===== config.mk =====
export PLATFORM = sky130hd
export DESIGN_NAME = slc3_control
export DESIGN_NICKNAME = d
export VERILOG_FILES = /design/src/rtl/slc3_control_pkg.sv /design/src/rtl/slc3_control_mem_timer.sv /design/src/rtl/slc3_control.sv
export SDC_FILE = /design/constraint.sdc
export NUM_CORES = 1
export LEC_CHECK = 0
export BUFFER_PORTS_ARGS = -buffer_cell sky130_fd_sc_hd__buf_4
export CAP_MARGIN = 20
export CORE_ASPECT_RATIO = 2
export CORE_MARGIN = 1
export CORE_UTILIZATION = 31
export CTS_CLUSTER_DIAMETER = 150
export DETAILED_ROUTE_END_ITERATION = 6
export PLACE_DENSITY_LB_ADDON = 0.08
export SLEW_MARGIN = 20
export SYNTH_ARGS = -nofsm -noshare
export SYNTH_HDL_FRONTEND = slang
export SYNTH_HIERARCHICAL = 1
export SYNTH_SLANG_ARGS = --single-unit

===== constraint.sdc =====
create_clock -name Clk -period 2.2 [get_ports Clk]
set_input_delay 0.22 -clock Clk [delete_from_list [all_inputs] [get_ports Clk]]
set_output_delay 0.22 -clock Clk [all_outputs]
set_load 0.1 [all_outputs]

===== src/rtl/slc3_control_pkg.sv =====
// Shared types for the SLC-3 controller: opcode, datapath mux encodings,
// controller state names and the bundled control word that the FSM
// registers and fans out to the datapath.
package lc3b_types;

    typedef enum logic [3:0] {
        OP_BR   = 4'b0000,
        OP_ADD  = 4'b0001,
        OP_LD   = 4'b0010,
        OP_ST   = 4'b0011,
        OP_JSR  = 4'b0100,
        OP_AND  = 4'b0101,
        OP_LDR  = 4'b0110,
        OP_STR  = 4'b0111,
        OP_RTI  = 4'b1000,
        OP_NOT  = 4'b1001,
        OP_LDI  = 4'b1010,
        OP_STI  = 4'b1011,
        OP_JMP  = 4'b1100,
        OP_PSE  = 4'b1101,
        OP_LEA  = 4'b1110,
        OP_TRAP = 4'b1111
    } op_e;

    typedef enum logic [1:0] {
        PC_BUS  = 2'b00,
        PC_INC  = 2'b01,
        PC_ADDR = 2'b10
    } pcmux_e;

    typedef enum logic [1:0] {
        A2_ZERO  = 2'b00,
        A2_OFF6  = 2'b01,
        A2_OFF9  = 2'b10,
        A2_OFF11 = 2'b11
    } addr2_e;

    typedef enum logic [1:0] {
        ALU_ADD   = 2'b00,
        ALU_AND   = 2'b01,
        ALU_NOT   = 2'b10,
        ALU_PASSA = 2'b11
    } aluk_e;

    typedef enum logic [4:0] {
        S_HALT,
        S_18,       // MAR <- PC, PC <- PC+1
        S_33,       // instruction read
        S_35,       // IR <- MDR
        S_32,       // BEN load + decode
        S_ADD,
        S_AND,
        S_NOT,
        S_BR,       // taken branch only
        S_JMP,
        S_JSR_R7,   // R7 <- PC
        S_JSR_OFF,  // PC <- PC + off11
        S_JSR_REG,  // PC <- SR1
        S_LDR_MAR,
        S_LDR_RD,
        S_LDR_WB,
        S_STR_MAR,
        S_STR_MDR,
        S_STR_WR,
        S_P1,       // paused, waiting for Continue high
        S_P2        // waiting for Continue to drop
    } state_e;

    typedef struct packed {
        logic   load_ir;
        logic   load_pc;
        logic   load_mar;
        logic   load_mdr;
        logic   load_reg;
        logic   load_ben;
        logic   load_cc;
        logic   gate_pc;
        logic   gate_mdr;
        logic   gate_alu;
        logic   gate_marmux;
        pcmux_e pc_sel;
        logic   addr1_sel;
        addr2_e addr2_sel;
        logic   sr1_sel;
        logic   dr_sel;
        aluk_e  aluk;
        logic   mio_en;
        logic   mem_ce_n;
        logic   mem_ub_n;
        logic   mem_lb_n;
        logic   mem_oe_n;
        logic   mem_we_n;
        logic   halted;
    } ctrl_t;

    // Nothing loaded, nothing on the bus, SRAM deselected.
    localparam ctrl_t CTRL_IDLE = '{
        pc_sel:    PC_BUS,
        addr2_sel: A2_ZERO,
        aluk:      ALU_ADD,
        mem_ce_n:  1'b1,
        mem_ub_n:  1'b1,
        mem_lb_n:  1'b1,
        mem_oe_n:  1'b1,
        mem_we_n:  1'b1,
        default:   1'b0
    };

endpackage


===== src/rtl/slc3_control_mem_timer.sv =====
// mem_strobe_timer: down-counter that holds an SRAM strobe for MEM_CYCLES
// cycles.
//   clk        rising-edge clock
//   rst        synchronous active-high clear
//   start      pulse on the cycle the FSM enters a memory state
//   done       counter is at zero this cycle (last strobe cycle)
//   done_next  counter will be at zero next cycle; lets the FSM register
//              the last-cycle outputs one cycle early
module mem_strobe_timer #(
    parameter int MEM_CYCLES = 2
) (
    input  logic clk,
    input  logic rst,
    input  logic start,
    output logic done,
    output logic done_next
);

    localparam int CW = (MEM_CYCLES > 1) ? $clog2(MEM_CYCLES) : 1;
    localparam logic [CW-1:0] LOAD = CW'(MEM_CYCLES - 1);

    logic [CW-1:0] cnt_q, cnt_d;

    always_comb begin
        cnt_d = cnt_q;
        if (start) begin
            cnt_d = LOAD;
        end else if (cnt_q != '0) begin
            cnt_d = cnt_q - CW'(1);
        end
    end

    always_ff @(posedge clk) begin
        if (rst) cnt_q <= '0;
        else     cnt_q <= cnt_d;
    end

    assign done      = (cnt_q == '0);
    assign done_next = (cnt_d == '0);

endmodule


===== src/rtl/slc3_control.sv =====
// slc3_control: fetch/decode/execute sequencer for the SLC-3 datapath.
//   Clk, Reset (sync, active high), Run (leave HALT), Continue (leave PAUSE)
//   opcode = IR[15:12], ir_5, ir_11, ben from the datapath
//   load_*, gate_*, mux selects, aluk, mio_en: datapath controls
//   mem_*_n: active-low SRAM strobes; halted: FSM sits in S_HALT
// Outputs are registered: the control word is decoded from the next state
// and latched together with it, so each output is a clean flop that still
// reflects the current state.
module slc3_control
    import lc3b_types::*;
#(
    parameter int MEM_CYCLES = 2
) (
    input  logic       Clk,
    input  logic       Reset,
    input  logic       Run,
    input  logic       Continue,
    input  logic [3:0] opcode,
    input  logic       ir_5,
    input  logic       ir_11,
    input  logic       ben,
    output logic       load_ir,
    output logic       load_pc,
    output logic       load_mar,
    output logic       load_mdr,
    output logic       load_reg,
    output logic       load_ben,
    output logic       load_cc,
    output logic       gate_pc,
    output logic       gate_mdr,
    output logic       gate_alu,
    output logic       gate_marmux,
    output logic [1:0] pc_sel,
    output logic       addr1_sel,
    output logic [1:0] addr2_sel,
    output logic       sr1_sel,
    output logic       dr_sel,
    output logic [1:0] aluk,
    output logic       mio_en,
    output logic       mem_ce_n,
    output logic       mem_ub_n,
    output logic       mem_lb_n,
    output logic       mem_oe_n,
    output logic       mem_we_n,
    output logic       halted
);

    state_e state_q, state_d;
    ctrl_t  ctrl_q, ctrl_d;
    logic   mem_start, mem_done, mem_last_d;
    op_e    op;

    // The SR2 mux in the datapath takes IR[5] directly; the controller only
    // has to issue the same ALU step for both register and immediate forms.
    logic unused_ir_5;
    assign unused_ir_5 = ir_5;

    assign op = op_e'(opcode);

    function automatic logic is_mem(state_e s);
        return s inside {S_33, S_LDR_RD, S_STR_WR};
    endfunction

    // Every memory state is entered from a non-memory state.
    assign mem_start = is_mem(state_d) && !is_mem(state_q);

    mem_strobe_timer #(.MEM_CYCLES(MEM_CYCLES)) u_mem_timer (
        .clk       (Clk),
        .rst       (Reset),
        .start     (mem_start),
        .done      (mem_done),
        .done_next (mem_last_d)
    );

    always_comb begin
        state_d = state_q;
        case (state_q)
            S_HALT:    if (Run) state_d = S_18;
            S_18:      state_d = S_33;
            S_33:      if (mem_done) state_d = S_35;
            S_35:      state_d = S_32;
            S_32: begin
                case (op)
                    OP_ADD:  state_d = S_ADD;
                    OP_AND:  state_d = S_AND;
                    OP_NOT:  state_d = S_NOT;
                    OP_BR:   state_d = ben ? S_BR : S_18;
                    OP_JMP:  state_d = S_JMP;
                    OP_JSR:  state_d = S_JSR_R7;
                    OP_LDR:  state_d = S_LDR_MAR;
                    OP_STR:  state_d = S_STR_MAR;
                    OP_PSE:  state_d = S_P1;
                    default: state_d = S_18;
                endcase
            end
            S_JSR_R7:  state_d = ir_11 ? S_JSR_OFF : S_JSR_REG;
            S_LDR_MAR: state_d = S_LDR_RD;
            S_LDR_RD:  if (mem_done) state_d = S_LDR_WB;
            S_STR_MAR: state_d = S_STR_MDR;
            S_STR_MDR: state_d = S_STR_WR;
            S_STR_WR:  if (mem_done) state_d = S_18;
            // Two-phase handshake so a held Continue resumes only once.
            S_P1:      if (Continue) state_d = S_P2;
            S_P2:      if (!Continue) state_d = S_18;
            S_ADD, S_AND, S_NOT, S_BR, S_JMP, S_JSR_OFF, S_JSR_REG, S_LDR_WB:
                       state_d = S_18;
            default:   state_d = S_HALT;
        endcase
    end

    // last: the memory counter is on its final strobe cycle in state s.
    function automatic ctrl_t decode(state_e s, logic last);
        ctrl_t c;
        c = CTRL_IDLE;
        case (s)
            S_HALT: c.halted = 1'b1;
            S_18: begin
                c.gate_pc  = 1'b1;
                c.load_mar = 1'b1;
                c.load_pc  = 1'b1;
                c.pc_sel   = PC_INC;
            end
            S_33, S_LDR_RD: begin
                c.mem_ce_n = 1'b0;
                c.mem_oe_n = 1'b0;
                c.mem_ub_n = 1'b0;
                c.mem_lb_n = 1'b0;
                c.mio_en   = 1'b1;
                c.load_mdr = last;
            end
            S_35: begin
                c.gate_mdr = 1'b1;
                c.load_ir  = 1'b1;
            end
            S_32: c.load_ben = 1'b1;
            S_ADD, S_AND, S_NOT: begin
                c.gate_alu = 1'b1;
                c.load_reg = 1'b1;
                c.load_cc  = 1'b1;
                c.aluk     = (s == S_ADD) ? ALU_ADD : (s == S_AND) ? ALU_AND : ALU_NOT;
            end
            S_BR, S_JSR_OFF: begin
                c.load_pc   = 1'b1;
                c.pc_sel    = PC_ADDR;
                c.addr1_sel = 1'b0;
                c.addr2_sel = (s == S_BR) ? A2_OFF9 : A2_OFF11;
            end
            S_JMP, S_JSR_REG: begin
                c.load_pc   = 1'b1;
                c.pc_sel    = PC_ADDR;
                c.addr1_sel = 1'b1;
                c.addr2_sel = A2_ZERO;
            end
            S_JSR_R7: begin
                c.gate_pc  = 1'b1;
                c.dr_sel   = 1'b1;
                c.load_reg = 1'b1;
            end
            S_LDR_MAR, S_STR_MAR: begin
                c.gate_marmux = 1'b1;
                c.load_mar    = 1'b1;
                c.addr1_sel   = 1'b1;
                c.addr2_sel   = A2_OFF6;
            end
            S_LDR_WB: begin
                c.gate_mdr = 1'b1;
                c.load_reg = 1'b1;
                c.load_cc  = 1'b1;
            end
            S_STR_MDR: begin
                c.aluk     = ALU_PASSA;
                c.gate_alu = 1'b1;
                c.mio_en   = 1'b0;
                c.load_mdr = 1'b1;
            end
            S_STR_WR: begin
                c.mem_ce_n = 1'b0;
                c.mem_we_n = 1'b0;
                c.mem_ub_n = 1'b0;
                c.mem_lb_n = 1'b0;
            end
            default: ;
        endcase
        return c;
    endfunction

    assign ctrl_d = decode(state_d, mem_last_d);

    always_ff @(posedge Clk) begin
        if (Reset) begin
            state_q <= S_HALT;
            ctrl_q  <= decode(S_HALT, 1'b0);
        end else begin
            state_q <= state_d;
            ctrl_q  <= ctrl_d;
        end
    end

    assign load_ir     = ctrl_q.load_ir;
    assign load_pc     = ctrl_q.load_pc;
    assign load_mar    = ctrl_q.load_mar;
    assign load_mdr    = ctrl_q.load_mdr;
    assign load_reg    = ctrl_q.load_reg;
    assign load_ben    = ctrl_q.load_ben;
    assign load_cc     = ctrl_q.load_cc;
    assign gate_pc     = ctrl_q.gate_pc;
    assign gate_mdr    = ctrl_q.gate_mdr;
    assign gate_alu    = ctrl_q.gate_alu;
    assign gate_marmux = ctrl_q.gate_marmux;
    assign pc_sel      = ctrl_q.pc_sel;
    assign addr1_sel   = ctrl_q.addr1_sel;
    assign addr2_sel   = ctrl_q.addr2_sel;
    assign sr1_sel     = ctrl_q.sr1_sel;
    assign dr_sel      = ctrl_q.dr_sel;
    assign aluk        = ctrl_q.aluk;
    assign mio_en      = ctrl_q.mio_en;
    assign mem_ce_n    = ctrl_q.mem_ce_n;
    assign mem_ub_n    = ctrl_q.mem_ub_n;
    assign mem_lb_n    = ctrl_q.mem_lb_n;
    assign mem_oe_n    = ctrl_q.mem_oe_n;
    assign mem_we_n    = ctrl_q.mem_we_n;
    assign halted      = ctrl_q.halted;

    // Single bus driver, and never read and write the SRAM together.
    always_ff @(posedge Clk) begin
        if (!Reset) begin
            assert ($onehot0({gate_pc, gate_mdr, gate_alu, gate_marmux}));
            assert (mem_oe_n || mem_we_n);
        end
    end

endmodule


==> flow_summary.toml, run 1 <==
[drt]
wire_per_inst_um = 15.10
drtAntennaViolNets = 0
drt_iter0_markers = 32
vias_per_cell = 5.110
wl_um = 4546
drc_errors = 0
vias = 1538
drt-pass1-iter-count = 4

[global_routing]
grt.met2_usage_pct = 34.38
grtUsageMet1_pct = 17.00
grt_busiest_layer = "met2"
grt_max_degree = 13
gr-usage-met3_pct = 2.193
overflow = 0
antenna_found_initial = 0
first_global_vias = 1547
grt_usage_pct = 18.37
grt_pass1_wl_um = 7396

[worst_setup_path]
cp_num_buf_inv = 2
crit_slowest_cell = "or4_4"
max_stage_delay_ns = 0.45
cp.arrival_ns = 2.16
crit_required_ns = 2.36
cp-start-kind = "flop"
crit_family = "simple AND/OR/NAND/NOR gates"
cpMostUsedCell = "buf_4"
critPathCaptureType = "flop"
path_cells = "buf_4, nor2b_1, nand3_1, a21oi_1, or4_4, buf_4, o2111a_1, a221o_1"
path_class = "reg2reg"
crit_fanout = 7

[finish]
areaGrowthSynthToFinish_pct = 32.69
final_area_um2 = 2158
final_cell_mix = "buf_4 (62), dfxtp_1 (25), nand2_1 (17)"
largest_register_ff_count = 5
final_common_cell = "buf_4"
final_nets = 253
diodes = 0
drive_above_1_share_pct = 37.86
top_register = "state_q"

[placement]
gp_congestion = 0.9202
portBuffers = 35
hpwlAfterDp_um = 3712
dpl_cell_area_um2 = 2033

[timing]
clock_skew_ns = 0.008106
fmax_mhz = 502.1
finalSetupTns_ns = 0
final-setup-viol-count = 0
post-route-period-util_pct = 90.54
hold_viol_final = 0
slew_violations = 0
tightestPinTransition_ns = 0.5394
max_slew_margin_pct = 63.76
layout_min_cycle_time_ns = 1.992
rsz0062_at_grt = "false"

[floorplanning]
rows = 37
die_w_um = 53.22
start_util_pct = 31.94
boundaryPins = 38
fp.dieH_um = 104.4
core-area_um2 = 5092
die-area_um2 = 5558

[logic_synthesis]
muxShareOfSynthArea_pct = 0.6923
syn_area_um2 = 1627
synthSimpleGateAreaFrac_pct = 31.77
synthArstFlopShare_pct = 0
syn_nets = 201
avgSynthCellArea_um2 = 8.561
yosysWarnings = 6
netlist_instances = 190
synth_ff_type = "dfxtp_1"
synth_top_family_by_area = "simple AND/OR/NAND/NOR gates"
synth_edf_count = 0
yosysUniqueCellTypes = 55
synth_adder_area_share_pct = 1.308
seq_area_frac_synth_pct = 36.92
synth-seq-cells = 30
synth_compound_area_share_pct = 18.00
synth-xor-area-share_pct = 1.615

[clocking]
clkSinkCount = 30
clk_pin_slew_ns = 0.07
ctsHoldBuffers = 0
cts_buffers = 5
cts_root_buffer = "clkbuf_8"
cts_buffer_depth = 2
cts-htree-levels = 2
cts_tree = "built"
clock_latency_ns = 0.28

[min_path]
hold_class = "in2reg"

[flow_run]
cap_violations = 0

[pwr]
p_total_mw = 1.825
ir_worst_vdd_uv = 596.4
power_density_nw_per_um2 = 845.6
p_leak_nw = 0.9294

[outcome]
status = "finished, final reports clean"
==> final timing paths <==
kind	endpoint	slack, ns	cells after the start	startpoint
setup / recovery	load_reg$_SDFF_PP0_	0.21	8	state_q[1]$_SDFF_PP0_
setup reg to reg	load_reg$_SDFF_PP0_	0.21	8	state_q[1]$_SDFF_PP0_
hold / removal	u_mem_timer/cnt_q$_SDFF_PP0_	0.20	2	Reset
hold reg to reg	gate_alu$_SDFF_PP0_	0.70	2	state_q[1]$_SDFF_PP0_
==> cell type report <==
cell class	instances	area, um2
fill	545	2934
multi-input combinational	137	882.1
sequential	30	606.8
timing repair buffer	62	465.4
tap	58	72.57
clock buffer	5	68.82
clock inverter	3	40.04
inverter	6	22.52
==> metal layers <==
layer  part of all wire, %  wire length, um
met1                    35             1585
met2                    58             2634
met3                   2.9              132
met4                   4.3              194
met5                     0                0
==> what timing repair did <==
item,CTS,global route
gates resized for setup,0,7
setup endpoints to repair,0,13
setup buffers,0,0
==> through the flow <==
stage | std cells | hold WS, ns | utilization [%] | worst slack (ns)
final | 301 | 0.2046 | 42.38 | 0.2082
after global routing | 301 | 0.2233 | 42.38 | 0.04228
after CTS | 301 | 0.2051 | 42.06 | 0.07728
after detailed placement | 293 | 0.4976 | 39.93 | 0.09513
after global placement | 293 | 0.5005 | 39.93 | 0.08152
after floorplan | 190 | 0.2843 | - | 0.2274
==> where the power goes <==
group          internal, mW  switching, mW
Sequential            0.584         0.0265
Clock                 0.333          0.198
Combinational         0.211          0.473
Total                  1.13          0.698
==> Yosys cell counts, drive strengths merged, types with 2 or more instances <==
master / instances / area share [%]
dfxtp: 30 / 37
nand2: 18 / 4.3
buf: 15 / 7.6
nand3: 11 / 3.7
nor2: 11 / 2.5
a21oi: 10 / 3.8
nor2b: 9 / 3.9
o21ai: 9 / 2.8
nor3: 8 / 2.8
inv: 6 / 1.4
nand2b: 5 / 1.9
and3: 4 / 1.5
nand4: 4 / 1.5
nor4: 4 / 1.9
a21o: 3 / 1.4
nor3b: 3 / 1.4
or3: 3 / 1.2
a211oi: 2 / 0.92
a22o: 2 / 1.1
a31oi: 2 / 0.77
clkbuf: 2 / 0.46
maj3: 2 / 1.3
o21a: 2 / 0.92
o221ai: 2 / 1.1
o31ai: 2 / 0.92
or2: 2 / 0.77
xnor2: 2 / 1.1
==> logic make-up (layout without fill, tap and decap cells) <==
group           count (synthesis)  in the layout
fa+ha+maj                       2              2
simple gates                   89             89
buf+inv                        23             76
other cells                     1              1
flops                          30             30
mux                             1              1
xor+xnor                        3              3
compound gates                 41             41
No activity file was read; power rests on OpenSTA's default activity.
==> run 2, diff against run 1 <==
--- a/config.mk
+++ b/config.mk
@@ -7,12 +7,15 @@
 export LEC_CHECK = 0
 export BUFFER_PORTS_ARGS = -buffer_cell sky130_fd_sc_hd__buf_4
 export CAP_MARGIN = 20
+export CELL_PAD_IN_SITES_DETAIL_PLACEMENT = 1
+export CELL_PAD_IN_SITES_GLOBAL_PLACEMENT = 1
 export CORE_ASPECT_RATIO = 2
 export CORE_MARGIN = 1
 export CORE_UTILIZATION = 31
 export CTS_CLUSTER_DIAMETER = 150
 export DETAILED_ROUTE_END_ITERATION = 6
 export PLACE_DENSITY_LB_ADDON = 0.08
+export REMOVE_ABC_BUFFERS = 1
 export SLEW_MARGIN = 20
 export SYNTH_ARGS = -nofsm -noshare
 export SYNTH_HDL_FRONTEND = slang
==> run 2 against run 1 <==
Flip-flop and latch count is the same. Register-to-register slack lost 0.15 ns. Clock power shrank 18%. First-iteration DRC count shrank 34%. Clock skew shrank 0.0025 ns. Highest routed layer unchanged.
==> flow_summary.toml, run 2 (synthesized netlist as in run 1, its figures left out) <==
[timing]
rsz0062_at_grt = "true"
holdWs_ns = 0.2162
hold_viol_final = 0
max_slew_margin_pct = 62.90
slew_violations = 0
tightestPinTransition_ns = 0.5545
clock_skew_ns = 0.005585
post-route-period-util_pct = 97.38
final-setup-viol-count = 0
layout_min_cycle_time_ns = 2.142
fmax_mhz = 466.8

[worst_setup_path]
reg2reg_to = "load_mar$_SDFF_PP0_"
reg2reg_slack_ns = 0.06
path_cells = "buf_4, or2_2, a21oi_4, nand2_1, nand4_1, buf_4, mux2_2, a22o_1"
cp-start-kind = "flop"
cpMostUsedCell = "buf_4"
cp_num_buf_inv = 2
max_stage_delay_ns = 0.38
critPathCaptureType = "flop"
cp-startpoint = "state_q[2]$_SDFF_PP0_"
crit_path_end = "load_mar$_SDFF_PP0_"
crit_cells = 8
cp.arrival_ns = 2.32
crit_fanout = 10
crit_family = "simple AND/OR/NAND/NOR gates"
rr_worst_depth = 8
path_class = "reg2reg"
crit_slowest_cell = "dfxtp_4"
crit_required_ns = 2.37
r2r_start = "state_q[2]$_SDFF_PP0_"

[clocking]
cts_buffer_depth = 2
clk_pin_slew_ns = 0.06
cts_root_buffer = "clkbuf_8"
cts-htree-levels = 2
cts_tree = "built"
clock_latency_ns = 0.28
clkSinkCount = 30
cts_buffers = 5

[finish]
final_cell_mix = "buf_4 (71), dfxtp_1 (26), nand2_1 (17)"
final_area_um2 = 2257
diodes = 0
regArea_um2 = 608.1
final_cells = 309
final_nets = 263
areaGrowthSynthToFinish_pct = 38.77
n_fill_cell = 634
final_core_util_pct = 44.32
final_common_cell = "buf_4"
drive_above_1_share_pct = 41.04
largest_register_ff_count = 5
multi_input_area_um2 = 927.1
top_register = "state_q"

[global_routing]
antenna_found_initial = 0
first_global_vias = 1753
grt_max_degree = 13
grt_usage_pct = 21.73
overflow = 0
grt_pass1_wl_um = 8749

[floorplanning]
fp.dieH_um = 104.4
start_util_pct = 31.94
rows = 37
core-area_um2 = 5092
boundaryPins = 38
die-area_um2 = 5558
die_w_um = 53.22

[pwr]
ir_worst_vdd_uv = 484.0
p_total_mw = 1.790
p_leak_nw = 0.9781
power_density_nw_per_um2 = 793.2

[flow_run]
cap_violations = 0

[drt]
wl_um = 5541
vias_per_cell = 5.408
drtAntennaViolNets = 0
drt_iter0_markers = 21
vias = 1671
drt-pass1-iter-count = 4
wire_per_inst_um = 17.93
drc_errors = 0

[outcome]
status = "finished, final reports clean"

[placement]
place_inst = 302
hpwlAfterDp_um = 4379
portBuffers = 35
dpl_cell_area_um2 = 2101
gp_congestion = 0.9191

[min_path]
hold_class = "in2reg"
-- run 2: report_power, final --
part	internal [mW]	total [mW]	switching, mW
registers	0.583	0.610	0.0267
logic	0.246	0.747	0.501
clock network	0.241	0.433	0.193
total	1.07	1.79	0.721
-- run 2: area by class of cell --
cell class / instances / area share, %
clock buffer: 6 / 3.659
sequential: 30 / 26.94
multi-input combinational: 137 / 41.08
tap: 58 / 3.215
timing repair buffer: 72 / 24.11
inverter: 6 / 0.9978
-- run 2: worst min path at each step --
stage,depth (start not counted),start,to
final,2,Reset,u_mem_timer/cnt_q$_SDFF_PP0_
after global routing,2,Reset,u_mem_timer/cnt_q$_SDFF_PP0_
after global placement,2,Reset,u_mem_timer/cnt_q$_SDFF_PP0_
after CTS,2,Reset,u_mem_timer/cnt_q$_SDFF_PP0_
after detailed placement,2,Reset,u_mem_timer/cnt_q$_SDFF_PP0_
after floorplan,1,Reset,u_mem_timer/cnt_q$_SDFF_PP0_
-- run 2: what timing repair did --
action / 4_1_cts / 5_1_grt
hold buffers: 0 / 0
gates cloned: 0 / 0
setup endpoints to repair: 7 / 15
setup buffers: 0 / 1
resized for setup: 4 / 13
pin swaps: 0 / 1
-- run 2: stage by stage --
stage,worst slack (ns),setup TNS (ns)
floorplan,-0.2174,-1.634
global placement,0.02224,0
detailed placement,-0.04205,-0.05359
CTS,0.0004179,0
global route,-0.1006,-0.3224
finish,0.05766,0
-- run 2: layer usage --
metal,vias to the layer above,global-route usage (%),share of wire (%)
met1,825,19.85,34
met4,0,11.65,4.4
met3,18,2.778,2.5
met2,38,41.70,59
li1,790,-,-
met5,-,0,0
==> run 3, diff against run 2 <==
--- a/config.mk
+++ b/config.mk
@@ -15,6 +15,7 @@
 export CTS_CLUSTER_DIAMETER = 150
 export DETAILED_ROUTE_END_ITERATION = 6
 export PLACE_DENSITY_LB_ADDON = 0.08
+export RECOVER_POWER = 50
 export REMOVE_ABC_BUFFERS = 1
 export SLEW_MARGIN = 20
 export SYNTH_ARGS = -nofsm -noshare
==> run 3 against run 2 <==
Maximum frequency barely moved. Wire length barely moved. Sequential share of layout area rose by 1.1 points. Cell count did not move. Critical endpoint unchanged.
==> flow_summary.toml, run 3 (synthesized netlist as in run 1, its figures left out) <==
[drt]
wl_um = 5546
drtAntennaViolNets = 0
drt-pass1-iter-count = 4
vias_per_cell = 5.408
vias = 1671
wire_per_inst_um = 17.95
drt_iter0_markers = 23
drc_errors = 0

[finish]
diodes = 0
final_cell_mix = "buf_4 (47), dfxtp_1 (26), clkbuf_1 (24)"
top_register = "state_q"
areaGrowthSynthToFinish_pct = 33.23
regArea_um2 = 608.1
final_area_um2 = 2167
drive_above_1_share_pct = 31.47
final_nets = 263
final_common_cell = "buf_4"
largest_register_ff_count = 5
n_fill_cell = 653
multi_input_area_um2 = 927.1

[clocking]
cts_tree = "built"
clkSinkCount = 30
clock_latency_ns = 0.28
cts_buffer_depth = 2
ctsHoldBuffers = 0
cts_root_buffer = "clkbuf_8"
cts-htree-levels = 2
cts_buffers = 5
clk_pin_slew_ns = 0.06

[pwr]
ir_worst_vdd_uv = 486.8
p_leak_nw = 0.8812
p_total_mw = 1.764
power_density_nw_per_um2 = 814.0

[timing]
clock_skew_ns = 0.004695
final-setup-viol-count = 0
hold_viol_final = 0
post-route-period-util_pct = 97.44
rsz0062_at_grt = "true"
tightestPinTransition_ns = 1.193
layout_min_cycle_time_ns = 2.144
final.setup.worst_slack_ns = 0.05625
finalSetupTns_ns = 0
fmax_mhz = 466.5
slew_violations = 0
max_slew_margin_pct = 20.79

[worst_setup_path]
crit_fanout = 10
critPathCaptureType = "flop"
cp.arrival_ns = 2.32
max_stage_delay_ns = 0.38
path_cells = "buf_4, or2_2, a21oi_4, nand2_1, nand4_1, buf_4, mux2_2, a22o_1"
path_class = "reg2reg"
crit_family = "simple AND/OR/NAND/NOR gates"
crit_slowest_cell = "dfxtp_4"
crit_required_ns = 2.37
cpMostUsedCell = "buf_4"
cp_num_buf_inv = 2
cp-start-kind = "flop"

[placement]
dpl_cell_area_um2 = 2101
pre_cts_ws_ns = -0.04205
hpwlAfterDp_um = 4379
portBuffers = 35
gp_congestion = 0.9191

[floorplanning]
rows = 37
start_util_pct = 31.94
boundaryPins = 38
core-area_um2 = 5092
die-area_um2 = 5558
fp.dieH_um = 104.4
die_w_um = 53.22

[global_routing]
grt_max_degree = 13
grt_pass1_wl_um = 8749
first_global_vias = 1753
grt_usage_pct = 21.73
overflow = 0
antenna_found_initial = 0

[outcome]
status = "finished, final reports clean"

[flow_run]
cap_violations = 0

[min_path]
hold_class = "in2reg"
[run 3: cell count changes in the layout (fill, tap and decap cells not counted)]
cell and change:
buf_4 -24, clkbuf_1 +24
[run 3: what timing repair did]
action,in CTS,in global routing
buffers inserted,0,1
endpoints found under the setup margin,7,15
pin swaps,0,1
resized for setup,4,13
[run 3: layout make-up]
type | count | area share (%)
Multi-Input combinational cell | 137 | 42.78
Timing Repair Buffer | 72 | 20.96
Tap cell | 58 | 3.349
Clock buffer | 6 | 3.811
Sequential cell | 30 | 28.06
Inverter | 6 | 1.039
[run 3: worst paths after layout]
check / startpoint / end / slack (ns) / depth (start not counted)
setup reg to reg: state_q[2]$_SDFF_PP0_ / load_mar$_SDFF_PP0_ / 0.06 / 8
hold reg to reg: state_q[1]$_SDFF_PP0_ / gate_alu$_SDFF_PP0_ / 0.70 / 2
setup / recovery: state_q[2]$_SDFF_PP0_ / load_mar$_SDFF_PP0_ / 0.06 / 8
hold / removal: Reset / u_mem_timer/cnt_q$_SDFF_PP0_ / 0.22 / 2
[run 3: through the flow]
step	util, %	instances	hold WS (ns)
6_report	42.56	309	0.2173
5_1_grt	42.56	309	0.2153
4_1_cts	43.19	308	0.2154
3_5_place_dp	41.25	302	0.5103
3_3_place_gp	41.25	302	0.5042
2_1_floorplan	-	173	0.2843
[run 3: where the power goes]
part / internal [mW] / switching (mW) / total (mW)
Combinational: 0.220 / 0.501 / 0.721
Sequential: 0.583 / 0.0259 / 0.609
Clock: 0.241 / 0.194 / 0.434
[run 3: per-layer routing]
layer	share of wire [%]	track usage, %	up-vias
met4	4.5	11.65	0
met1	34	19.85	826
met3	2.6	2.778	18
met2	59	41.70	38
li1	-	-	789
met5	0	0	-
